### src/rtl/alu_unit_if.sv
// Execute-stage ALU handshake bundle.
// Request side (operands) and registered response side (result, flags).
interface alu_unit_if #(
  parameter int WIDTH = 32
);
  logic             in_valid;
  logic [WIDTH-1:0] a;
  logic [WIDTH-1:0] b;
  logic [2:0]       alu_control;
  logic             out_valid;
  logic [WIDTH-1:0] result;
  logic             zero;
  logic             negative;
  logic             carry;
  logic             overflow;

  modport master (
    output in_valid, a, b, alu_control,
    input  out_valid, result, zero,
    input  negative, carry, overflow
  );

  modport slave (
    input  in_valid, a, b, alu_control,
    output out_valid, result, zero,
    output negative, carry, overflow
  );
endinterface

### src/rtl/alu_unit.sv
// 32-bit integer ALU for the execute stage.
// One-cycle registered result with zero/negative/carry/overflow flags.
module alu_unit #(
  parameter int WIDTH = 32
) (
  input  logic        clk,
  input  logic        rst_n,
  alu_unit_if.slave   bus
);
  localparam logic [2:0] OP_AND  = 3'b000;
  localparam logic [2:0] OP_OR   = 3'b001;
  localparam logic [2:0] OP_ADD  = 3'b010;
  localparam logic [2:0] OP_XOR  = 3'b011;
  localparam logic [2:0] OP_NOR  = 3'b100;
  localparam logic [2:0] OP_SLTU = 3'b101;
  localparam logic [2:0] OP_SUB  = 3'b110;
  localparam logic [2:0] OP_SLT  = 3'b111;

  logic [WIDTH:0]   sum;
  logic [WIDTH:0]   diff;
  logic             msb_a;
  logic             msb_b;
  logic             lt_s;
  logic             lt_u;
  logic [WIDTH-1:0] res_d;
  logic             carry_d;
  logic             ovf_d;

  logic             valid_q;
  logic [WIDTH-1:0] res_q;
  logic             carry_q;
  logic             ovf_q;

  assign sum   = {1'b0, bus.a} + {1'b0, bus.b};
  assign diff  = {1'b0, bus.a} - {1'b0, bus.b};
  assign msb_a = bus.a[WIDTH-1];
  assign msb_b = bus.b[WIDTH-1];
  assign lt_u  = diff[WIDTH];
  // Signs differ: a is smaller iff negative; avoids the overflowed diff.
  assign lt_s  = (msb_a != msb_b) ? msb_a : diff[WIDTH-1];

  always_comb begin
    res_d   = '0;
    carry_d = 1'b0;
    ovf_d   = 1'b0;
    unique case (bus.alu_control)
      OP_AND:  res_d = bus.a & bus.b;
      OP_OR:   res_d = bus.a | bus.b;
      OP_ADD: begin
        res_d   = sum[WIDTH-1:0];
        carry_d = sum[WIDTH];
        ovf_d   = (msb_a == msb_b)
                && (sum[WIDTH-1] != msb_a);
      end
      OP_XOR:  res_d = bus.a ^ bus.b;
      OP_NOR:  res_d = ~(bus.a | bus.b);
      OP_SLTU: res_d = {{(WIDTH-1){1'b0}}, lt_u};
      OP_SUB: begin
        res_d   = diff[WIDTH-1:0];
        carry_d = ~diff[WIDTH];
        ovf_d   = (msb_a != msb_b)
                && (diff[WIDTH-1] != msb_a);
      end
      OP_SLT:  res_d = {{(WIDTH-1){1'b0}}, lt_s};
      default: res_d = '0;
    endcase
  end

  always_ff @(posedge clk) begin
    if (!rst_n) begin
      valid_q <= 1'b0;
      res_q   <= '0;
      carry_q <= 1'b0;
      ovf_q   <= 1'b0;
    end else begin
      valid_q <= bus.in_valid;
      if (bus.in_valid) begin
        res_q   <= res_d;
        carry_q <= carry_d;
        ovf_q   <= ovf_d;
      end
    end
  end

  assign bus.out_valid = valid_q;
  assign bus.result    = res_q;
  assign bus.zero      = (res_q == '0);
  assign bus.negative  = res_q[WIDTH-1];
  assign bus.carry     = carry_q;
  assign bus.overflow  = ovf_q;
endmodule

### src/flat_wrapper.sv
// flat-port wrapper written by rule: the top's interface ports become plain ports
module alu_unit_flat 
#(
  parameter int WIDTH = 32
)
  (clk, rst_n, bus_in_valid, bus_a, bus_b, bus_alu_control, bus_out_valid, bus_result, bus_zero, bus_negative, bus_carry, bus_overflow);
  alu_unit_if #(.WIDTH(WIDTH)) bus_i ();
  input  logic clk;
  input  logic rst_n;
  input wire logic [$bits(bus_i.in_valid)-1:0] bus_in_valid;
  input wire logic [$bits(bus_i.a)-1:0] bus_a;
  input wire logic [$bits(bus_i.b)-1:0] bus_b;
  input wire logic [$bits(bus_i.alu_control)-1:0] bus_alu_control;
  output wire logic [$bits(bus_i.out_valid)-1:0] bus_out_valid;
  output wire logic [$bits(bus_i.result)-1:0] bus_result;
  output wire logic [$bits(bus_i.zero)-1:0] bus_zero;
  output wire logic [$bits(bus_i.negative)-1:0] bus_negative;
  output wire logic [$bits(bus_i.carry)-1:0] bus_carry;
  output wire logic [$bits(bus_i.overflow)-1:0] bus_overflow;
  assign bus_i.in_valid = bus_in_valid;
  assign bus_i.a = bus_a;
  assign bus_i.b = bus_b;
  assign bus_i.alu_control = bus_alu_control;
  assign bus_out_valid = bus_i.out_valid;
  assign bus_result = bus_i.result;
  assign bus_zero = bus_i.zero;
  assign bus_negative = bus_i.negative;
  assign bus_carry = bus_i.carry;
  assign bus_overflow = bus_i.overflow;
  alu_unit #(.WIDTH(WIDTH)) u_core (.clk(clk), .rst_n(rst_n), .bus(bus_i));
endmodule
### config.mk
export PLATFORM = sky130hd
export DESIGN_NAME = alu_unit_flat
export DESIGN_NICKNAME = d
export VERILOG_FILES = /design/src/rtl/alu_unit_if.sv /design/src/rtl/alu_unit.sv /design/src/flat_wrapper.sv
export SDC_FILE = /design/constraint.sdc
export NUM_CORES = 1
export LEC_CHECK = 0
export CAP_MARGIN = 10
export CELL_PAD_IN_SITES_DETAIL_PLACEMENT = 2
export CELL_PAD_IN_SITES_GLOBAL_PLACEMENT = 2
export CORE_MARGIN = 4
export CORE_UTILIZATION = 31
export CTS_CLUSTER_SIZE = 24
export DETAILED_ROUTE_END_ITERATION = 16
export PLACE_DENSITY = 0.83
export SETUP_SLACK_MARGIN = 0.02
export SLEW_MARGIN = 20
export SYNTH_ARGS = -nofsm -noshare
export SYNTH_HDL_FRONTEND = slang
export SYNTH_SLANG_ARGS = --single-unit
export TNS_END_PERCENT = 1
### constraint.sdc
create_clock -name clk -period 4.8 [get_ports clk]
set_input_delay 0.48 -clock clk [delete_from_list [all_inputs] [get_ports clk]]
set_output_delay 0.48 -clock clk [all_outputs]
set_load 0.005 [all_outputs]
==> impl_results.md <==
* Outcome: finished clean
* Power Density at approximately 210 nW/um^2
* CTS resizes at 0
* Mapped Area at 6770 sq um
* Clk_lat worst skew at about 0.30 ns
* Seq/Total Area, Yosys at 0.104
* Hold Fails Final Rpt at 0
* TritonCTS Buffers at 5
* Layout Nets at 1220
* H-Tree Depth at 2
* Die Footprint at 24300 sq um
* Worst Setup End Kind: register
* Die height at around 160 um
* Initial Utilization at 0.319
* First-pass GRT wire length at around 49000 um
* Met2 Track Usage GR at 0.453
* FF+latch count, synth at 35
* Net Sw Frac at 0.427
* Post-layout min period at about 4.4 ns
* Met1 GRT Util at 0.326
* Total grt overflow at 0
* WL/cell at approximately 24 um
* Worst Path Max Fanout at 9
* Crit path arrival time at between 4 and 5 ns
* IO Count at about 110
* Yosys top cell by area: ha_1
* Iteration-0 DRC Markers at 459
* Setup crit start kind: primary input
* CTS tree: done
* Unique masters post-synth at around 90
* Slew at the pin closest to its max-slew limit at approximately 0.94 ns
* Reg clk slew, reported paths at around 0.070 ns
* Initial antenna violation count at 0
* Detail Placement HPWL at roughly 25000 um
* Worst Hold Class: register to register
* Static Leak at about 3.5 nW
* Fin crit share at 0.913
* VDD IR max at 0.000132 V
* Slew HR at 0.367
* WP data required at approximately 5 ns
* Final core occ at 0.392
* CTS sink count at 35
* Port Buffer Count at 106
* Vias in the first global route at roughly 8600
* Post-synth EDFFs at 0
* Total wire length at between 30000 and 40000 um
* Top Usage Layer GRT: met2
* Mapped Nets at 1131
* CTS root buffer: clkbuf_16
* Met3 Track Usage GR at 0.0288
* Synthesized area per cell at about 7.0 sq um
* Via count at roughly 8000
* Synth top area share at 0.181
* Final setup fails at 0
* Post-CTS Setup Inserts at 0
* # fillers at ~2500
* Synth area leaders: ha_1 (18%), dfxtp_1 (10%), a21oi_1 (6.9%)
* Async SR Flop Fraction at 0
* # diodes at 0
* Area growth, synth to finish at 23.0%
* Gpl congestion at ~0.93
* Synth Instances at between 900 and 1000
* Hold_buf cts at 0
* Die X-Extent at 156 um
* Clock share of power at 0.268
* Sequential power share at 0.199
* Setup WS post-layout at 0.416 ns
* NetSw at about 0.73 mW
* Largest net degree at the start of global routing at 43
* Router iterations before antenna repair at 6
* Core area at about 21000 sq um
* Critical path class: primary input to register
* Non-Filler Instances at approximately 1300
* Share of cells above drive strength 1 at 0.0743
* GRT Util Overall at 0.256
* Unrepaired setup endpoints after global routing: no
* Setup Skew at 0 ns
* Worst-case setup slack after placement at between 0.15 and 0.2 ns
* Setup TNS at 0 ns
* Pins Over Slew Limit at 0
* Post-route DRC at 0
* Post-Place Cells at approximately 1300
* Int Pwr at about 0.98 mW
* Max Clock Freq at 228 MHz
* Vias per cell at between 6 and 7
* Top_reg_cell synth: dfxtp_1
* Maxcap violations at 0
* Post-route antenna net violation count at 0
* Comb pwr share at 0.533
* Clk buf depth at 2
* Rows at 53
* Yosys warnings at 0
## power by group through the flow
stage | sequential, mW | combinational [mW] | clock (mW)
finish | 0.340 | 0.910 | 0.458
detailed placement | 0.346 | 0.893 | 0
floorplan | 0.337 | 0.543 | 0
global route | 0.343 | 0.986 | 0.471
CTS | 0.340 | 0.900 | 0.462
global placement | 0.345 | 0.861 | 0
## sequential cells by signal (all words and copies together) (netlist names)
register,count
u_core.bus.carry,1
u_core.bus.result,32
u_core.bus.overflow,1
u_core.bus.out_valid,1
## kinds of logic after synthesis
kind of cell | count (synthesis) | synth area share
buf+inv | 161 | 0.103
compound gates | 355 | 0.359
mux | 11 | 0.0165
flops | 35 | 0.104
simple gates | 276 | 0.201
xor+xnor | 21 | 0.0272
fa+ha+maj | 101 | 0.190
## layer usage
layer  part of all wire  wire, um
met5                  0         0
met4              0.032      1030
met3              0.049      1570
met2               0.48     15500
met1               0.43     13900
## area by class of cell
class	count	area, sq um	area share
multi-input cells	764	5370	0.645
repair buffers	142	1340	0.161
flip-flops and latches	35	701	0.0842
inverters	101	379	0.0456
well taps	275	344	0.0413
clock buffers	6	129	0.0155
clock inverters	2	60.1	0.00722
## path summary, 6_finish.rpt
check,from,to,slack (ns),cells past startpoint
max,bus_a[9],u_core.bus.overflow$_SDFFE_PN0P_,0.42,17
max reg2reg,u_core.bus.result[25]$_SDFFE_PN0P_,u_core.bus.result[25]$_SDFFE_PN0P_,3.42,5
min,u_core.bus.result[13]$_SDFFE_PN0P_,u_core.bus.result[13]$_SDFFE_PN0P_,0.48,2
min reg2reg,u_core.bus.result[13]$_SDFFE_PN0P_,u_core.bus.result[13]$_SDFFE_PN0P_,0.48,2
## worst max-delay path: stages
cell	delay, ns
clkdlybuf4s50_1	0.52
inv_1	0.06
ha_1	0.47
nor2_2	0.10
a211oi_1	0.38
o21bai_1	0.19
a21oi_1	0.23
and2_1	0.22
o221ai_1	0.19
o221a_2	0.32
a21oi_1	0.21
o21bai_1	0.11
fa_1	0.55
xor2_1	0.15
nand3_1	0.10
o31a_1	0.15
o21ai_0	0.16
## synth_stat cells, types with 9 or more instances
cell type	number
nor4_1	13
nand3_1	19
nand4_1	10
a211oi_1	23
mux2i_1	10
o21ai_0	67
o22ai_1	10
nand2b_1	15
nor2b_1	10
a31oi_1	20
ha_1	98
o211ai_1	18
nor3_1	16
o31ai_1	9
nand2_1	68
inv_1	98
dfxtp_1	35
clkbuf_1	35
nor2_1	81
o21bai_1	12
xnor2_1	17
and2_1	11
o221ai_1	11
a21oi_1	93
## stage by stage
| stage | power (mW) | hold WS, ns | cell area, sq um |
|---|---|---|---|
| final | 1.71 | 0.480 | 8320 |
| after global placement | 1.21 | 0.445 | 8130 |
| after detailed placement | 1.24 | 0.474 | 8130 |
| after global routing | 1.80 | 0.511 | 8320 |
| after CTS | 1.70 | 0.484 | 8320 |
| after floorplan | 0.880 | 0.448 | 6770 |
## placed cells by master (no fill, tap or decap), types with 5 or more instances in the layout
cell type,synthesis,final
a221oi_1,8,8
o21ai_0,67,67
a21o_1,7,7
buf_4,1,35
xnor2_1,17,17
dfxtp_1,35,35
o22ai_1,10,10
ha_1,98,98
mux2i_1,10,10
nand2_1,68,68
or3_1,5,5
nor2_1,81,81
inv_1,98,98
nor2b_1,10,10
a31oi_1,20,20
o21bai_1,12,12
o221ai_1,11,11
or2_2,5,5
o31ai_1,9,9
a31o_2,6,6
a211oi_1,23,23
and2_1,11,11
nor4_1,13,13
o211a_1,5,5
nand4_1,10,10
and3_1,5,5
o211ai_1,18,18
clkbuf_16,0,5
a21oi_1,93,93
clkdlybuf4s50_1,0,105
nand3_1,19,19
nor3_1,16,16
nand2b_1,15,15
No activity file was read; power rests on OpenSTA's default activity.
